### config.mk
export PLATFORM = sky130hd
export DESIGN_NAME = word_byte_serializer_flat
export DESIGN_NICKNAME = d
export VERILOG_FILES = /design/src/rtl/word_byte_serializer_if.sv /design/src/rtl/word_byte_serializer.sv /design/src/flat_wrapper.sv
export SDC_FILE = /design/constraint.sdc
export NUM_CORES = 1
export LEC_CHECK = 0
export ABC_CLOCK_PERIOD_IN_PS = 2850
export CAP_MARGIN = 10
export CELL_PAD_IN_SITES_DETAIL_PLACEMENT = 1
export CELL_PAD_IN_SITES_GLOBAL_PLACEMENT = 1
export CORE_MARGIN = 5
export CORE_UTILIZATION = 35
export DETAILED_ROUTE_END_ITERATION = 10
export PLACE_DENSITY = 0.81
export SKIP_CTS_REPAIR_TIMING = 1
export SLEW_MARGIN = 20
export SYNTH_ARGS = -nofsm -noshare
export SYNTH_HDL_FRONTEND = slang
export SYNTH_SLANG_ARGS = --single-unit
### constraint.sdc
create_clock -name clk -period 2.85 [get_ports clk]
set_input_delay 0.4275 -clock clk [delete_from_list [all_inputs] [get_ports clk]]
set_output_delay 0.4275 -clock clk [all_outputs]
set_load 0.05 [all_outputs]
### src/rtl/word_byte_serializer_if.sv
// Word-in / byte-out stream bundle for word_byte_serializer.
//   s_valid/s_ready/s_data : WIDTH-bit word handshake into the serializer
//   m_valid/m_ready/m_data/m_last : byte handshake out of the serializer
//   busy : serializer holds a word
// slave  = the serializer itself, master = the surrounding producer/consumer.
interface word_byte_serializer_if #(
    parameter int unsigned WIDTH = 32
);
    logic             s_valid;
    logic             s_ready;
    logic [WIDTH-1:0] s_data;
    logic             m_valid;
    logic             m_ready;
    logic [7:0]       m_data;
    logic             m_last;
    logic             busy;

    modport slave (
        input  s_valid, s_data, m_ready,
        output s_ready, m_valid, m_data, m_last, busy
    );

    modport master (
        output s_valid, s_data, m_ready,
        input  s_ready, m_valid, m_data, m_last, busy
    );
endinterface

### src/rtl/word_byte_serializer.sv
// Accepts one WIDTH-bit word and emits it as bytes, LSB byte first, flagging
// the most significant byte with m_last.
//   clk : clock, all state updates on posedge
//   rst : synchronous active-high reset
//   bus : word_byte_serializer_if slave (word in, byte out, busy)
// s_ready is combinational from m_ready so a new word can be taken on the
// same edge the last byte of the previous word leaves (no bubble).
module word_byte_serializer #(
    parameter int unsigned WIDTH = 32
) (
    input  logic                         clk,
    input  logic                         rst,
    word_byte_serializer_if.slave        bus
);

    localparam int unsigned BYTES = WIDTH / 8;
    localparam int unsigned CW    = (BYTES > 1) ? $clog2(BYTES) : 1;

    // Reject widths that cannot be split into whole bytes.
    if ((WIDTH < 8) || ((WIDTH % 8) != 0)) begin : g_bad_width
        $error("word_byte_serializer: WIDTH must be a multiple of 8 and >= 8");
    end

    typedef enum logic {
        IDLE = 1'b0,
        SEND = 1'b1
    } state_t;

    state_t           state, state_nxt;
    logic [WIDTH-1:0] sreg,  sreg_nxt;
    logic [CW-1:0]    cnt,   cnt_nxt;
    logic [WIDTH-1:0] sreg_shift;

    logic             send;
    logic             last;
    logic             s_ready_int;

    // Next byte moves into the low lane; a single-byte word never shifts.
    if (BYTES > 1) begin : g_shift
        assign sreg_shift = {8'h00, sreg[WIDTH-1:8]};
    end else begin : g_noshift
        assign sreg_shift = '0;
    end

    // State register with synchronous reset.
    always_ff @(posedge clk) begin
        if (rst) begin
            state <= IDLE;
            sreg  <= '0;
            cnt   <= '0;
        end else begin
            state <= state_nxt;
            sreg  <= sreg_nxt;
            cnt   <= cnt_nxt;
        end
    end

    // Next-state logic: load, shift, or reload on the last byte.
    always_comb begin
        state_nxt = state;
        sreg_nxt  = sreg;
        cnt_nxt   = cnt;
        unique case (state)
            IDLE: begin
                if (bus.s_valid && s_ready_int) begin
                    sreg_nxt  = bus.s_data;
                    cnt_nxt   = '0;
                    state_nxt = SEND;
                end
            end
            SEND: begin
                if (bus.m_ready) begin
                    if (!last) begin
                        sreg_nxt = sreg_shift;
                        cnt_nxt  = cnt + CW'(1);
                    end else if (bus.s_valid && s_ready_int) begin
                        sreg_nxt = bus.s_data;
                        cnt_nxt  = '0;
                    end else begin
                        state_nxt = IDLE;
                    end
                end
            end
            default: state_nxt = IDLE;
        endcase
    end

    // Outputs: byte lane and flags come straight from state; s_ready is the
    // only term that looks at a live input.
    always_comb begin
        send        = (state == SEND);
        last        = send && (cnt == CW'(BYTES - 1));
        s_ready_int = !rst && (!send || (bus.m_ready && last));

        bus.m_valid = send;
        bus.m_last  = last;
        bus.m_data  = sreg[7:0];
        bus.busy    = send;
        bus.s_ready = s_ready_int;
    end

endmodule
### src/flat_wrapper.sv
// flat-port wrapper written by rule: the top's interface ports become plain ports
module word_byte_serializer_flat 
#(
    parameter int unsigned WIDTH = 32
)
  (clk, rst, bus_s_valid, bus_s_data, bus_m_ready, bus_s_ready, bus_m_valid, bus_m_data, bus_m_last, bus_busy);
  word_byte_serializer_if #(.WIDTH(WIDTH)) bus_i ();
  input  logic clk;
  input  logic rst;
  input wire logic [$bits(bus_i.s_valid)-1:0] bus_s_valid;
  input wire logic [$bits(bus_i.s_data)-1:0] bus_s_data;
  input wire logic [$bits(bus_i.m_ready)-1:0] bus_m_ready;
  output wire logic [$bits(bus_i.s_ready)-1:0] bus_s_ready;
  output wire logic [$bits(bus_i.m_valid)-1:0] bus_m_valid;
  output wire logic [$bits(bus_i.m_data)-1:0] bus_m_data;
  output wire logic [$bits(bus_i.m_last)-1:0] bus_m_last;
  output wire logic [$bits(bus_i.busy)-1:0] bus_busy;
  assign bus_i.s_valid = bus_s_valid;
  assign bus_i.s_data = bus_s_data;
  assign bus_i.m_ready = bus_m_ready;
  assign bus_s_ready = bus_i.s_ready;
  assign bus_m_valid = bus_i.m_valid;
  assign bus_m_data = bus_i.m_data;
  assign bus_m_last = bus_i.m_last;
  assign bus_busy = bus_i.busy;
  word_byte_serializer #(.WIDTH(WIDTH)) u_core (.clk(clk), .rst(rst), .bus(bus_i));
endmodule
; ---- Yosys cells after proc, flatten, opt, wreduce, memory -nomap -nowiden
; Cells that the tools add are included.
; Widths: inputs -> output; s select.
[op_classes]
addsub = 1
eq_ne = 2
n_mux = 12
bitwise = 1
n_reduce_logical = 7
[op_table]
columns = operator, count
row1 = $mux 32, 3
row2 = $pmux 32 s2, 1
row3 = $mux 2, 3
row4 = $logic_and 1x1->1, 4
row5 = $pmux 2 s2, 1
row6 = $mux 1, 3
row7 = $add 2x1->2 const B, 1
row8 = $eq 2x2->1 const B, 1
row9 = $logic_not 1->1, 2
row10 = $ne 2x2->1 const B, 1
row11 = $pmux 1 s2, 1
row12 = $logic_or 1x1->1, 1
row13 = $not 1->1, 1
[word_totals]
register_bits = 35
output_inout_bits = 12

; ---- Depth between registers and ports, before layout
[logic_depth]
word_depth = 10
mapped_depth = 6
ltp_nobuf = 4

; ---- Worst setup path before layout
; Ideal clock, no wire load.
[synth_path]
path_type = input -> output
start = input rst
end = output bus_s_ready
arrival_time_ns = 1.436
t_required_ns = 2.423
path_slack_ns = 0.986
stages = 3
cell_sequence = clkbuf_1 -> clkbuf_1 -> nor2_1
[synth_between]
elab_chain_cells = 2
[synth_rtl]
columns = element, line
row1 = "start, declared", flat_wrapper.sv:9  ; input logic rst;
row2 = $logic_not 1->1, word_byte_serializer.sv:93  ; s_ready_int = !rst && (!send || (bus.m_ready && last));
row3 = $logic_and 1x1->1, word_byte_serializer.sv:93
row4 = "end, declared", flat_wrapper.sv:13  ; output wire logic [$bits(bus_i.s_ready)-1:0] bus_s_ready;
; Every way passes these cells.

; ---- Final worst setup path
[layout_path]
start = register u_core.cnt[0]
end = output bus_m_last
[layout_between]
elab_chain_cells = 2
[layout_rtl]
columns = element, line
row1 = "start, declared", word_byte_serializer.sv:31  ; logic [CW-1:0] cnt, cnt_nxt;
row2 = "start signal, assigned", word_byte_serializer.sv:54  ; cnt <= cnt_nxt;
row3 = $eq 2x2->1, word_byte_serializer.sv:92  ; last = send && (cnt == CW'(BYTES - 1));
row4 = $logic_and 1x1->1, word_byte_serializer.sv:92
row5 = "end, declared", flat_wrapper.sv:16  ; output wire logic [$bits(bus_i.m_last)-1:0] bus_m_last;
; Every way passes these cells.

==> flow_summary.json <==
{
  "worst_clock_skew_ns": 0.00494,
  "clockBufferDepth": 2,
  "cp_max_fo": 6,
  "path_clk_slew_ns": 0.07,
  "grt_pass1_vias": 1368,
  "layout.nets": 238,
  "tightest_slew_ns": 0.498,
  "overflow": 0,
  "wl_per_cell_um": 15.3,
  "root_buffer": "clkbuf_8",
  "syn-cell-area_mm2": 0.00164,
  "cts_max_level": 2,
  "wirelength_um": 3910,
  "die_y_um": 78.5,
  "end_kind": "output port",
  "row_count": 25,
  "route.detailed.drc": 0,
  "r2r_cells": 5,
  "min_period_over_period": 0.825,
  "cp.required_ns": 2.42,
  "p_per_area_mw_per_mm2": 563,
  "yosysUniqueCellTypes": 23,
  "rsz0062_at_grt": "false",
  "firstDrtPassIters": 4,
  "die_w_um": 78.5,
  "cts_tree": "built",
  "synth_top_cell_area_share": 0.426,
  "ios": 48,
  "highest_layer": "met4",
  "fillers": 529,
  "wl_met3_um": 209,
  "worstPathArrival_ns": 1.92,
  "r2r_slack_ns": 1.15,
  "critPathLaunchType": "flop",
  "grt_pass1_wl_um": 6620,
  "layout_min_cycle_time_ns": 2.35,
  "startpoint": "u_core.cnt[0]$_SDFFE_PP0P_",
  "drt_first_iter_violations": 75,
  "ys_seq_area_frac": 0.426,
  "ys_top_cells_by_area": "dfxtp_1 (43%), o221a_1 (15%), a21oi_1 (7.6%), inv_1 (5.9%), buf_4 (5.5%)",
  "io_buffers": 47,
  "grt_max_degree": 33,
  "grtUsageTotal": 0.134,
  "m1WireLength_um": 1790,
  "avgViaCountPerCell": 5.25,
  "clock_sinks": 35,
  "insertion_delay_ns": 0.28,
  "numCtsBuffers": 5,
  "fin_tns_setup_ns": 0,
  "wl_met2_um": 1880,
  "placedCellCount": 248,
  "core_area_mm2": 0.00463,
  "final_cells": 256,
  "yosys.area.top_type": "dfxtp_1",
  "power_mw": 1.20,
  "drv_cap": 0,
  "dpl_cell_area_mm2": 0.00202,
  "netlist_instances": 166,
  "ir_drop_mv": 0.217,
  "gp_congestion": 0.781,
  "layout-drive-gt1-share": 0.0990,
  "finalSetupViolations": 0,
  "hold_violations": 0,
  "synth.ff_latch_count": 35,
  "yosysWarningCount": 0,
  "drv_slew": 0,
  "syn_avg_cell_area_um2": 9.90,
  "stdcell_area_mm2": 0.00212,
  "reg2reg_from": "u_core.cnt[0]$_SDFFE_PP0P_",
  "initial_core_util": 0.355,
  "reg2reg_to": "u_core.sreg[9]$_SDFFE_PP0P_",
  "synth_nets": 203,
  "diodes": 0,
  "relSlewSlack": 0.667,
  "hpwlAfterDp_um": 2760,
  "hold_path_class": "reg2reg",
  "status": "completed",
  "num_vias": 1344,
  "max_clock_freq_mhz": 425,
  "path_class": "reg2out",
  "area_delta_synth_final_pct": 29.1,
  "route.antenna.remaining_nets": 0,
  "crit_end": "bus_m_last",
  "antenna_found_initial": 0,
  "die-area_mm2": 0.00617,
  "p_leak_nw": 0.794
}
==> synth_stat cells <==
master and n:
and4bb_2 1, nand2b_1 8, inv_1 26, a21oi_1 25, clkbuf_1 5, o221a_2 2
nand2b_2 1, nand2b_4 1, a31oi_1 2, o32ai_1 8, buf_4 12, and2_2 1
nor2_1 3, buf_6 3, nand4b_1 1, ha_1 1, and3b_1 1, a21boi_4 1
nand3_1 3, o221a_1 22, dfxtp_1 35, a22oi_2 1, buf_8 3
==> how the worst min path moves through the flow <==
stage / start / end / slack [ns] / cells past startpoint
global route: u_core.sreg[26]$_SDFFE_PP0P_ / u_core.sreg[26]$_SDFFE_PP0P_ / 0.52 / 2
finish: u_core.sreg[28]$_SDFFE_PP0P_ / u_core.sreg[28]$_SDFFE_PP0P_ / 0.49 / 2
detailed placement: u_core.sreg[28]$_SDFFE_PP0P_ / u_core.sreg[28]$_SDFFE_PP0P_ / 0.48 / 2
floorplan: u_core.sreg[24]$_SDFFE_PP0P_ / u_core.sreg[24]$_SDFFE_PP0P_ / 0.46 / 2
CTS: u_core.sreg[28]$_SDFFE_PP0P_ / u_core.sreg[28]$_SDFFE_PP0P_ / 0.49 / 2
global placement: u_core.sreg[29]$_SDFFE_PP0P_ / u_core.sreg[29]$_SDFFE_PP0P_ / 0.47 / 2
==> metal layers <==
layer	global-route usage	vias to the layer above
li1	-	659
met1	0.168	654
met2	0.217	29
met3	0.0390	2
met4	0.0472	0
met5	0	-
==> critical path, stage by stage, from the launching register on <==
cell and delay, ns:
dfxtp_1 0.38, ha_1 0.29, and2_2 0.17, clkdlybuf4s50_1 0.79
==> final cells by class <==
class | instances | area (µm²) | share of cell area
Inverter | 26 | 97.6 | 0.0460
Tap cell | 54 | 67.6 | 0.0318
Timing Repair Buffer | 51 | 498 | 0.235
Sequential cell | 35 | 701 | 0.330
Clock buffer | 8 | 100 | 0.0472
Multi-Input combinational cell | 82 | 658 | 0.310
==> sequential cells by signal, summed over array words and instances (netlist names) <==
signal	cells
u_core.bus.busy	1
u_core.cnt	2
u_core.sreg	32
==> stage by stage <==
stage,util,setup WS [ns],hold slack [ns]
4_1_cts,0.458,0.471,0.490
2_1_floorplan,-,0.986,0.459
5_1_grt,0.458,0.391,0.518
3_3_place_gp,0.437,0.854,0.471
6_report,0.458,0.498,0.490
3_5_place_dp,0.437,0.789,0.479
==> cell families (layout without fill, tap and decap cells) <==
logic type,Yosys count,in the layout,synth area share
adder cells (fa/ha/maj),1,1,0.00761
AND/OR/NAND/NOR,20,20,0.0830
AO/OA/AOI/OAI,61,61,0.310
flip-flops,35,35,0.426
buffers and inverters,49,85,0.174
==> report_power, final <==
group          switching (mW)  internal [mW]
Sequential             0.0231          0.531
Combinational           0.131          0.118
Clock                   0.172          0.221
Total                   0.326          0.869
==> placed cells by master (no fill, tap or decap), drive strengths merged <==
master	Yosys	final
o32ai	8	8
inv	26	26
a31oi	2	2
ha	1	1
a21boi	1	1
nand3	3	3
dfxtp	35	35
nor2	3	3
nand2b	10	10
a21oi	25	25
nand4b	1	1
clkdlybuf4s50	0	46
and4bb	1	1
and2	1	1
buf	18	5
a22oi	1	1
and3b	1	1
clkbuf	5	8
o221a	24	24
No activity file was read; power rests on OpenSTA's default activity.
